File: config.mk
export PLATFORM = sky130hd
export DESIGN_NAME = serial_add_sequencer
export DESIGN_NICKNAME = d
export VERILOG_FILES = /design/src/rtl/serial_add_pkg.sv /design/src/rtl/sync_fifo.sv /design/src/rtl/serial_add_sequencer.sv
export SDC_FILE = /design/constraint.sdc
export NUM_CORES = 1
export LEC_CHECK = 0
export BUFFER_PORTS_ARGS = -buffer_cell sky130_fd_sc_hd__buf_4
export CORE_ASPECT_RATIO = 1.5
export CORE_UTILIZATION = 60
export CTS_CLUSTER_DIAMETER = 200
export CTS_CLUSTER_SIZE = 25
export DETAILED_ROUTE_END_ITERATION = 8
export GPL_TIMING_DRIVEN = 0
export PLACE_DENSITY = 0.82
export SETUP_SLACK_MARGIN = 0.5
export SYNTH_ARGS = -nofsm -noshare
export SYNTH_HDL_FRONTEND = slang
export SYNTH_SLANG_ARGS = --single-unit
File: constraint.sdc
create_clock -name clk -period 5.2 [get_ports clk]
set_input_delay 0.26 -clock clk [delete_from_list [all_inputs] [get_ports clk]]
set_output_delay 0.26 -clock clk [all_outputs]
set_load 0.01 [all_outputs]
File: src/rtl/serial_add_pkg.sv
// Shared types and parameter defaults for the serial-add sequencer.
package serial_add_pkg;

    localparam int unsigned WIDTH_DEF   = 4;
    localparam int unsigned DEPTH_DEF   = 4;
    localparam int unsigned TIMEOUT_DEF = 15;

    typedef enum logic [2:0] {
        IDLE,
        LOAD,
        START,
        WAIT,
        RESP
    } state_e;

endpackage

File: src/rtl/sync_fifo.sv
// Single-clock FIFO with full/empty flags; DEPTH must be a power of two.
module sync_fifo #(
    parameter int unsigned WIDTH = 8,
    parameter int unsigned DEPTH = 4
) (
    input  logic             clk,
    input  logic             rst_n,
    input  logic             push_i,
    input  logic [WIDTH-1:0] wdata_i,
    input  logic             pop_i,
    output logic [WIDTH-1:0] rdata_o,
    output logic             full_o,
    output logic             empty_o
);

    localparam int unsigned AW = $clog2(DEPTH);

    logic [WIDTH-1:0] mem_q [DEPTH];
    logic [AW:0]      wr_ptr_q, rd_ptr_q;
    logic             do_push, do_pop;

    // The extra pointer bit tells a full FIFO apart from an empty one.
    assign empty_o = (wr_ptr_q == rd_ptr_q);
    assign full_o  = (wr_ptr_q[AW] != rd_ptr_q[AW]) &&
                     (wr_ptr_q[AW-1:0] == rd_ptr_q[AW-1:0]);
    assign do_push = push_i & ~full_o;
    assign do_pop  = pop_i & ~empty_o;
    assign rdata_o = mem_q[rd_ptr_q[AW-1:0]];

    // NOTE: storage is deliberately not reset; the pointers alone decide which entries are valid.
    always_ff @(posedge clk) begin
        if (do_push) begin
            mem_q[wr_ptr_q[AW-1:0]] <= wdata_i;
        end
    end

    always_ff @(posedge clk or negedge rst_n) begin
        if (!rst_n) begin
            wr_ptr_q <= '0;
            rd_ptr_q <= '0;
        end else begin
            if (do_push) wr_ptr_q <= wr_ptr_q + {{AW{1'b0}}, 1'b1};
            if (do_pop)  rd_ptr_q <= rd_ptr_q + {{AW{1'b0}}, 1'b1};
        end
    end

endmodule

File: src/rtl/serial_add_sequencer.sv
// Queues operand pairs and sequences them through an external bit-serial adder,
// with a bounded wait for completion and a valid/ready result port.
module serial_add_sequencer
    import serial_add_pkg::*;
#(
    parameter int unsigned WIDTH   = WIDTH_DEF,
    parameter int unsigned DEPTH   = DEPTH_DEF,
    parameter int unsigned TIMEOUT = TIMEOUT_DEF
) (
    input  logic             clk,
    input  logic             rst_n,
    input  logic             in_valid,
    output logic             in_ready,
    input  logic [WIDTH-1:0] in_a,
    input  logic [WIDTH-1:0] in_b,
    output logic             load,
    output logic             start,
    output logic [WIDTH-1:0] A,
    output logic [WIDTH-1:0] B,
    input  logic [WIDTH:0]   add_sum,
    input  logic             add_done,
    output logic             res_valid,
    input  logic             res_ready,
    output logic [WIDTH:0]   res_sum,
    output logic             err,
    output logic             err_sticky,
    output logic [7:0]       op_count
);

    localparam int unsigned CNT_W = $clog2(TIMEOUT + 1);

    state_e             state_q;
    logic               ready_en_q;
    logic               load_q, start_q, err_q, err_sticky_q, res_valid_q;
    logic [WIDTH-1:0]   a_q, b_q;
    logic [WIDTH:0]     res_sum_q;
    logic [7:0]         op_count_q;
    logic [CNT_W-1:0]   wait_cnt_q;

    logic               fifo_full, fifo_empty;
    logic [2*WIDTH-1:0] fifo_head;

    // ready_en_q holds in_ready low during reset and for the edge that releases it.
    assign in_ready = ready_en_q & ~fifo_full;

    sync_fifo #(
        .WIDTH (2 * WIDTH),
        .DEPTH (DEPTH)
    ) u_fifo (
        .clk     (clk),
        .rst_n   (rst_n),
        .push_i  (in_valid & in_ready),
        .wdata_i ({in_a, in_b}),
        .pop_i   (state_q == LOAD),
        .rdata_o (fifo_head),
        .full_o  (fifo_full),
        .empty_o (fifo_empty)
    );

    always_ff @(posedge clk or negedge rst_n) begin
        if (!rst_n) begin
            state_q      <= IDLE;
            ready_en_q   <= 1'b0;
            load_q       <= 1'b0;
            start_q      <= 1'b0;
            a_q          <= '0;
            b_q          <= '0;
            res_valid_q  <= 1'b0;
            res_sum_q    <= '0;
            err_q        <= 1'b0;
            err_sticky_q <= 1'b0;
            op_count_q   <= '0;
            wait_cnt_q   <= '0;
        end else begin
            // NOTE: non-blocking defaults make load/start/err self-clearing pulses while every branch still sees pre-edge values.
            ready_en_q <= 1'b1;
            load_q     <= 1'b0;
            start_q    <= 1'b0;
            err_q      <= 1'b0;
            unique case (state_q)
                IDLE: begin
                    if (!fifo_empty) begin
                        state_q <= LOAD;
                        load_q  <= 1'b1;
                        a_q     <= fifo_head[2*WIDTH-1:WIDTH];
                        b_q     <= fifo_head[WIDTH-1:0];
                    end
                end
                LOAD: begin
                    state_q <= START;
                    start_q <= 1'b1;
                end
                START: begin
                    state_q    <= WAIT;
                    a_q        <= '0;
                    b_q        <= '0;
                    wait_cnt_q <= '0;
                end
                WAIT: begin
                    if (add_done) begin
                        state_q     <= RESP;
                        res_sum_q   <= add_sum;
                        res_valid_q <= 1'b1;
                    end else if (wait_cnt_q == CNT_W'(TIMEOUT - 1)) begin
                        state_q      <= IDLE;
                        err_q        <= 1'b1;
                        err_sticky_q <= 1'b1;
                    end else begin
                        wait_cnt_q <= wait_cnt_q + CNT_W'(1);
                    end
                end
                RESP: begin
                    if (res_ready) begin
                        state_q     <= IDLE;
                        res_valid_q <= 1'b0;
                        op_count_q  <= op_count_q + 8'd1;
                    end
                end
                default: state_q <= IDLE;
            endcase
        end
    end

    assign load       = load_q;
    assign start      = start_q;
    assign A          = a_q;
    assign B          = b_q;
    assign res_valid  = res_valid_q;
    assign res_sum    = res_sum_q;
    assign err        = err_q;
    assign err_sticky = err_sticky_q;
    assign op_count   = op_count_q;

endmodule

==> results.json, run 1 <==
{
  "p_leak_uw": 0.001641,
  "cp_max_fo": 10,
  "required_ns": 5.17,
  "crit_end": "u_fifo.mem_q[3][5]",
  "yosysTopAreaCell": "dfrtp_1",
  "area_delta_synth_final_pct": 20.30,
  "die_height_um": 91.61,
  "hold_start": "add_done",
  "finalSetupTns_ns": 0,
  "startpoint": "u_fifo.rd_ptr_q[0]",
  "layout_common_cells": "45 x buf_4, 40 x dfrtp_1, 32 x edfxtp_1",
  "io_buffers": 44,
  "postSynthAreaPerCell_um2": 14.73,
  "synth_cell_types": 47,
  "wl_per_cell_um": 15.76,
  "diodes": 0,
  "yosysSeqAreaShare_pct": 61.08,
  "synth_area_um2": 3212,
  "dieWidth_um": 61.74,
  "firstDrtPassIters": 4,
  "synthCells": 218,
  "drt-total-wl_mm": 5.467,
  "hp-class": "input pin to register",
  "htreeDepth": 3,
  "cp_num_buf_inv": 1,
  "cts_tree": "yes",
  "setup_violations": 0,
  "grt_pass1_vias": 1971,
  "syn-num-nets": 244,
  "grt_pass1_wl_mm": 9.156,
  "finalCritPeriodShare_pct": 37.88,
  "rsz0062_at_grt": "false",
  "netlist.area_leader.share_pct": 31.16,
  "cp_top_family": "compound AO/OA/AOI/OAI gates",
  "pre_cts_slack_ns": 3.172,
  "via_count": 1938,
  "dieArea_um2": 5656,
  "crit_type": "register to register",
  "finalHoldViolations": 0,
  "async_flop_share_pct": 55.56,
  "fin_skew_ns": 0.008436,
  "num-nets-final": 300,
  "fmax_mhz": 507.7,
  "cts_setup_buffers": 0,
  "synth_ff_type": "dfrtp_1",
  "clkTransAtPathRegs_ns": 0.08,
  "routed_via_density": 5.585,
  "ant_nets": 0,
  "rows": 32,
  "final-max-slew-violation-count": 0,
  "hpwl_mm": 3.805,
  "clock_latency_ns": 0.35,
  "cp.depth": 3,
  "antenna_found_initial": 0,
  "grt-ovfl-total": 0,
  "layout_setup_ws_ns": 3.230,
  "synth-edff-count": 32,
  "cellPowerDensity_nw_per_um2": 554.7,
  "synthTopCellsByArea": "dfrtp_1 31%, edfxtp_1 30%, mux4_2 4.2%, ha_1 3.1%, nor2b_1 2.9%",
  "ios": 45,
  "cts_sinks": 72,
  "cp.arrival_ns": 1.94,
  "drtIter0Drc": 76,
  "reg2reg_slack_ns": 3.23,
  "maxSlewHeadroom_pct": 40.27,
  "cp_slowest_cell": "a311oi_2",
  "cp-start-kind": "register",
  "rr_endpoint": "u_fifo.mem_q[3][5]",
  "slowest_delay_ns": 0.82,
  "grt_max_degree": 41,
  "r2r_cells": 3,
  "drive_above_1_share_pct": 31.90,
  "endpoint_kind": "register",
  "drv_cap": 0,
  "grtUsageTotal_pct": 22.96,
  "vdd_drop_max_mv": 0.4028,
  "final_common_cell": "buf_4",
  "ys_warn_count": 0,
  "worst_slew_pin_slew_ns": 0.8960,
  "cts_buffers": 9,
  "cts.path.max_buffers": 2,
  "place.gp.congestion": 0.7402,
  "core-area_um2": 5165,
  "cts_root_buffer": "clkbuf_8",
  "start_util_pct": 62.19,
  "timing.rr.start": "u_fifo.rd_ptr_q[0]",
  "synth-seq-cells": 72,
  "crit_chain": "buf_6, xnor2_4, a311oi_2",
  "period_minus_slack_ns": 1.970,
  "drc": 0,
  "outcome": "complete, no violations"
}
[what timing repair did]
action | CTS | global route
resized for setup | 0 | 0
endpoints found under the hold margin | 40 | 0
hold buffers | 1 | 0
[cell type report]
cell class              instances  area (µm²)
repair buffers                 45       340.3
clock buffers                   9       123.9
well taps                      68       85.08
multi-input cells             127        1151
plain buffers                   9       61.31
flip-flops and latches         72        1962
inverters                      10       37.54
clock inverters                 7       102.6
fillers                       336        1301
[Yosys cell counts, types with 3 or more instances]
library cell / count
a221o_1: 9
and2_1: 4
buf_6: 3
clkbuf_1: 4
dfrtp_1: 40
edfxtp_1: 32
ha_1: 8
inv_1: 10
mux2_2: 6
mux4_2: 6
nand2_1: 16
nand3_1: 3
nor2_1: 4
nor2b_1: 15
nor3_1: 4
o21ai_0: 3
xnor2_1: 6
xor2_1: 7
[routing by layer]
metal	track usage [%]	part of all wire [%]	wire length [µm]
met5	0	0	0
met4	11.30	1.9	106
met1	27.17	40	2171
met2	37.54	54	2952
met3	5.698	4.3	237
[report_power, final]
part | switching (µW) | internal, µW
Clock | 215 | 276
Combinational | 412 | 404
Sequential | 102 | 734
Total | 729 | 1410
[worst min-delay path by stage]
stage                         end  slack [ns]  depth (start not counted)
2_1_floorplan                A[0]       -0.04                          0
3_3_place_gp        wait_cnt_q[3]        0.26                          1
3_5_place_dp        wait_cnt_q[2]        0.27                          1
4_1_cts        u_fifo.mem_q[0][3]         0.1                          1
5_1_grt        u_fifo.mem_q[2][2]         0.1                          1
6_report                      err        0.11                          2
[per-stage QoR]
| step | cell area (µm²) | hold WS [ns] | total power [µW] | util (%) | cells |
|---|---|---|---|---|---|
| 6_report | 3864 | 0.1125 | 2143 | 74.81 | 347 |
| 5_1_grt | 3864 | 0.09581 | 2284 | 74.81 | 347 |
| 4_1_cts | 3864 | 0.09778 | 2165 | 74.81 | 347 |
| 3_5_place_dp | 3627 | 0.2662 | 1670 | 70.23 | 330 |
| 3_3_place_gp | 3627 | 0.2635 | 1640 | 70.23 | 330 |
| 2_1_floorplan | 3212 | -0.03559 | 1421 | - | 218 |
[kinds of logic after synthesis]
kind of cell	share of synthesized area (%)
AOI/OAI and AO/OA	6.973
muxes	8.921
xor gates and xnor gates	5.259
buffers and inverters	3.077
other	0.1168
adders and majority gates	3.117
DFF	61.08
and+or+nand+nor	11.45
[flip-flops by register name, indices dropped and copies added (netlist names), 3 cells and up]
name	count
wait_cnt_q	4
state_q	3
res_sum	5
u_fifo.rd_ptr_q	3
A	4
u_fifo.mem_q	32
op_count	8
u_fifo.wr_ptr_q	3
B	4
[worst reg2reg max path: stages, from the launching register on]
cell	delay (ns)
dfrtp_1	0.40
buf_6	0.18
xnor2_4	0.20
a311oi_2	0.82
(Power assumes the default switching activity.)
==> run 2: changes to the inputs <==
Settings changed: CORE_UTILIZATION 60 to 57, PLACE_DENSITY 0.82 to 0.78.
Clock period 5.2 ns to 1.9 ns, I/O delays scaled along.
==> run 2 against run 1 <==
  * Sequential share of layout area down 5.2 points
  * Routed wire length is 15% higher
  * Sequential cell count unchanged
  * Non-clock buffer count grew 31
  * Via count grew 7.4%
  * Sequential power increased to 2.8 times the previous value
  * Register-to-register slack worse by 3.0 ns
  * Worst hold slack better by 0.15 ns
  * Clock-buffer cell count is 1 higher
  * Total power rose to 3.0 times the previous value
  * Maximum frequency rose by 19%
  * Highest routed layer unchanged
==> results.json, run 2 (synthesis results as in run 1) <==
{
  "hp-class": "input pin to async pin",
  "antenna_found_initial": 0,
  "final-max-slew-violation-count": 0,
  "ios": 45,
  "endpoint_kind": "register",
  "rr_endpoint": "B[0]",
  "drtIter0Drc": 147,
  "maxSlewHeadroom_pct": 63.95,
  "drv_cap": 0,
  "power_uw": 6487,
  "start_util_pct": 58.93,
  "cp_top_family": "compound AO/OA/AOI/OAI gates",
  "cts.path.max_buffers": 2,
  "diodes": 0,
  "fillers": 335,
  "ant_nets": 0,
  "crit_chain": "buf_12, xnor2_4, a31oi_4, a221o_1",
  "crit_type": "register to register",
  "cts_buffers": 9,
  "layout_common_cells": "56 x buf_4, 35 x dfrtp_1, 32 x edfxtp_1",
  "core-area_um2": 5450,
  "required_ns": 2.12,
  "crit_end": "B[0]",
  "wl_per_cell_um": 16.59,
  "via_count": 2082,
  "cp_max_fo": 9,
  "clock_latency_ns": 0.35,
  "grt_pass1_vias": 2060,
  "routed_via_density": 5.479,
  "cp.depth": 4,
  "cp.arrival_ns": 1.88,
  "fmax_mhz": 604.1,
  "clkTransAtPathRegs_ns": 0.08,
  "grt_pass1_wl_mm": 9.756,
  "grtUsageTotal_pct": 22.75,
  "fin_skew_ns": 0.01538,
  "cp_num_buf_inv": 1,
  "io_buffers": 44,
  "slowest_delay_ns": 0.41,
  "htreeDepth": 3,
  "drc": 0,
  "firstDrtPassIters": 4,
  "dieArea_um2": 5945,
  "cp-start-kind": "register",
  "startpoint": "u_fifo.rd_ptr_q[0]",
  "cellPowerDensity_nw_per_um2": 1502,
  "outcome": "complete, no violations",
  "grt_max_degree": 41,
  "finalSetupTns_ns": 0,
  "rows": 33,
  "num-nets-final": 331,
  "cts_sinks": 72,
  "largest_register_ffs": 32,
  "cts_root_buffer": "clkbuf_8",
  "period_minus_slack_ns": 1.655,
  "p_leak_uw": 0.001842,
  "finalCritPeriodShare_pct": 87.12,
  "r2r_cells": 4,
  "worst_slew_pin_slew_ns": 0.5388,
  "setup_violations": 0,
  "drt-total-wl_mm": 6.305,
  "vdd_drop_max_mv": 1.309,
  "reg2reg_slack_ns": 0.24,
  "hpwl_mm": 3.819,
  "final_common_cell": "buf_4",
  "cts_tree": "yes",
  "rsz0062_at_grt": "true",
  "area_delta_synth_final_pct": 34.44,
  "grt-ovfl-total": 0,
  "die_height_um": 93.94,
  "place.gp.congestion": 0.7841,
  "drive_above_1_share_pct": 40.32,
  "dieWidth_um": 63.29,
  "timing.rr.start": "u_fifo.rd_ptr_q[0]",
  "finalHoldViolations": 0,
  "cp_slowest_cell": "dfrtp_1"
}
==> run 2: cell types whose count changed in the layout (fill, tap and decap cells not counted), moves of 3 or more <==
| cell | previous run | this run |
|---|---|---|
| buf_12 | 0 | 3 |
| buf_6 | 3 | 6 |
| buf_4 | 45 | 56 |
| dlygate4sd3_1 | 1 | 16 |
| dfrtp_1 | 40 | 35 |
| and2_1 | 4 | 1 |
| dfrtp_2 | 0 | 5 |
| and2_4 | 0 | 3 |
==> run 2: area by class of cell <==
cell class | count | area [µm²] | area share (%)
multi-input cells | 127 | 1275 | 29.53
flip-flops and latches | 72 | 1968 | 45.58
repair buffers | 76 | 646.9 | 14.98
inverters | 10 | 37.54 | 0.8693
well taps | 70 | 87.58 | 2.028
clock inverters | 6 | 92.59 | 2.144
clock buffers | 10 | 127.6 | 2.956
plain buffers | 9 | 82.58 | 1.912
==> run 2: power breakdown <==
part | internal [µW] | switching (µW)
clock network | 746 | 587
registers | 2020 | 313
logic | 1470 | 1360
==> run 2: repair_timing <==
item,in CTS,in global routing
endpoints found under the setup margin,61,59
gates resized for setup,15,19
setup buffers,10,5
pin swaps,12,9
endpoints found under the hold margin,79,0
hold buffers,16,0
gates cloned,1,0
==> run 2: layer usage <==
metal  up-vias  global-route usage, %  share of wire, %
met4         0                  10.61               2.3
met1      1041                  25.10                41
met3        12                  6.917               3.7
met2        59                  39.78                53
met5         -                      0                 0
li1        970                      -                 -
==> run 2: stage by stage <==
stage	cells	setup WS [ns]	hold slack [ns]	instance area, µm²	util (%)
4_1_cts	375	0.2333	0.2715	4212	77.27
3_5_place_dp	332	0.1193	0.1046	3670	67.33
2_1_floorplan	218	0.3382	-0.2006	3252	-
6_report	380	0.2446	0.2575	4318	79.22
5_1_grt	380	0.1847	0.2925	4318	79.22
3_3_place_gp	332	0.1310	0.1003	3670	67.33
==> run 2: how the worst min path moves through the flow <==
stage | startpoint | end | slack [ns]
CTS | rst_n | wait_cnt_q[2] | 0.27
finish | rst_n | load | 0.26
global placement | rst_n | wait_cnt_q[0] | 0.10
floorplan | rst_n | A[0] | -0.20
detailed placement | rst_n | wait_cnt_q[2] | 0.10
global route | rst_n | wait_cnt_q[3] | 0.29
==> run 3: changes to the inputs <==
--- a/config.mk
+++ b/config.mk
@@ -14,2 +14,3 @@
 export GPL_TIMING_DRIVEN = 0
+export HOLD_SLACK_MARGIN = 0.02
 export PLACE_DENSITY = 0.78
==> constraint.sdc (replaced) <==
create_clock -name clk -period 1.9 [get_ports clk]
set_input_delay 0.285 -clock clk [delete_from_list [all_inputs] [get_ports clk]]
set_output_delay 0.285 -clock clk [all_outputs]
set_load 0.01 [all_outputs]
==> run 3 against run 2 <==
  * Die area stayed put
  * Maximum frequency is 5.8% lower
  * Sequential cell count stayed put
  * Critical path depth is 1 lower
  * Largest cell class unchanged
  * Highest routed layer unchanged
==> results.json, run 3 (synthesis results as in run 1) <==
{
  "grtUsageMet1_pct": 23.37,
  "die_height_um": 93.94,
  "period_minus_slack_ns": 1.757,
  "p_leak_uw": 0.001801,
  "finalHoldViolations": 0,
  "cp-start-kind": "register",
  "grtUsageMet2_pct": 39.70,
  "fin_skew_ns": 0.009261,
  "final-max-slew-violation-count": 0,
  "cp_top_family": "flip-flops",
  "htreeDepth": 3,
  "grtUsageTotal_pct": 22.04,
  "cp_num_buf_inv": 1,
  "layout_common_cells": "61 x buf_4, 36 x dfrtp_1, 32 x edfxtp_1",
  "post-route-util_pct": 77.98,
  "firstDrtPassIters": 4,
  "power_uw": 6859,
  "reg2reg_slack_ns": 0.17,
  "fillers": 351,
  "antenna_found_initial": 0,
  "largest_register_ffs": 32,
  "use_met3_pct": 5.825,
  "setup_violations": 0,
  "cts_sinks": 72,
  "endpoint_kind": "output pin",
  "drive_above_1_share_pct": 45.03,
  "clkTransAtPathRegs_ns": 0.08,
  "placed_area_um2": 3670,
  "vdd_drop_max_mv": 1.185,
  "cp.arrival_ns": 1.47,
  "dieWidth_um": 63.29,
  "place.gp.congestion": 0.7841,
  "io_buffers": 44,
  "cp_max_fo": 3,
  "start_util_pct": 58.93,
  "min_to": "u_fifo.mem_q[1][1]",
  "final_common_cell": "buf_4",
  "hp-class": "input pin to register",
  "rsz0062_at_grt": "true",
  "busiest_layer": "met2",
  "cp_slowest_cell": "dfrtp_1",
  "finalCritPeriodShare_pct": 92.47,
  "rr_endpoint": "B[3]",
  "drt-total-wl_mm": 6.535,
  "drv_cap": 0,
  "grt_pass1_vias": 2027,
  "wl_per_cell_um": 17.57,
  "grt-ovfl-total": 0,
  "required_ns": 1.62,
  "num-nets-final": 323,
  "grt_pass1_wl_mm": 9.556,
  "slowest_delay_ns": 0.50,
  "cts_root_buffer": "clkbuf_8",
  "hpwl_mm": 3.819,
  "drc": 0,
  "r2r_cells": 6,
  "drtIter0Drc": 139,
  "timing.rr.start": "u_fifo.rd_ptr_q[0]",
  "dieArea_um2": 5945,
  "crit_chain": "xor2_4, a31oi_2, buf_4",
  "ios": 45,
  "grt_max_degree": 41,
  "maxSlewHeadroom_pct": 62.05,
  "core-area_um2": 5450,
  "rows": 33,
  "ant_nets": 0,
  "via_count": 2083,
  "cellPowerDensity_nw_per_um2": 1614,
  "worst_slew_pin_slew_ns": 0.5665,
  "cts_tree": "yes",
  "clock_latency_ns": 0.34,
  "finish.instance_area_um2": 4250,
  "min_path_cells": 1,
  "outcome": "complete, no violations",
  "cts_buffers": 9,
  "routed_via_density": 5.599,
  "finalSetupTns_ns": 0,
  "cts.path.max_buffers": 2,
  "area_delta_synth_final_pct": 32.33,
  "diodes": 0,
  "fmax_mhz": 569.2,
  "hold_start": "in_b[1]",
  "crit_type": "register to output pin"
}
==> run 3: cell types whose count changed in the layout (fill, tap and decap cells not counted), sizes merged <==
cell / delta
dlygate4sd3: -15
buf: +5
a31oi: +1
clkbuf: +1
==> run 3: layer usage <==
metal | wire length [µm] | vias to the layer above
met4 | 193 | 0
met5 | 0 | -
li1 | - | 958
met3 | 248 | 15
met2 | 3601 | 63
met1 | 2492 | 1047
==> run 3: final cells by class <==
type | count | area, µm² | area share [%]
inverters | 10 | 37.54 | 0.8831
well taps | 70 | 87.58 | 2.061
flip-flops and latches | 72 | 1967 | 46.28
repair buffers | 67 | 533.0 | 12.54
clock inverters | 6 | 92.59 | 2.178
clock buffers | 10 | 127.6 | 3.003
multi-input cells | 128 | 1323 | 31.12
plain buffers | 9 | 82.58 | 1.943
==> run 3: how the worst max path moves through the flow <==
stage | startpoint | end | slack, ns | depth (start not counted)
2_1_floorplan | u_fifo.rd_ptr_q[0] | u_fifo.mem_q[0][0] | 0.34 | 4
4_1_cts | u_fifo.rd_ptr_q[1] | in_ready | 0.20 | 4
3_5_place_dp | u_fifo.rd_ptr_q[1] | u_fifo.mem_q[3][2] | 0.12 | 3
6_report | u_fifo.wr_ptr_q[2] | in_ready | 0.14 | 3
5_1_grt | u_fifo.rd_ptr_q[0] | in_ready | 0.11 | 4
3_3_place_gp | u_fifo.rd_ptr_q[0] | u_fifo.mem_q[3][2] | 0.13 | 3
==> run 3: where the power goes <==
part	leakage, µW	switching (µW)	internal, µW	total, µW
combinational	0.000911	1550	1650	3200
sequential	0.000787	317	2010	2330
clock	0.000103	583	746	1330
==> run 3: what timing repair did <==
| action | in CTS | in global routing |
|---|---|---|
| gates resized for setup | 16 | 23 |
| endpoints found under the hold margin | 40 | 0 |
| endpoints found under the setup margin | 61 | 59 |
| buffers inserted | 13 | 9 |
| gates cloned | 0 | 1 |
| hold buffers | 1 | 0 |
| pin swaps | 7 | 13 |
==> run 3: stage by stage <==
step	setup slack (ns)	hold slack [ns]	instances
after detailed placement	0.1193	0.2946	332
after CTS	0.2039	0.1217	362
after global routing	0.1097	0.1233	372
after floorplan	0.3382	-0.01059	218
final	0.1431	0.1386	372
after global placement	0.1310	0.2903	332
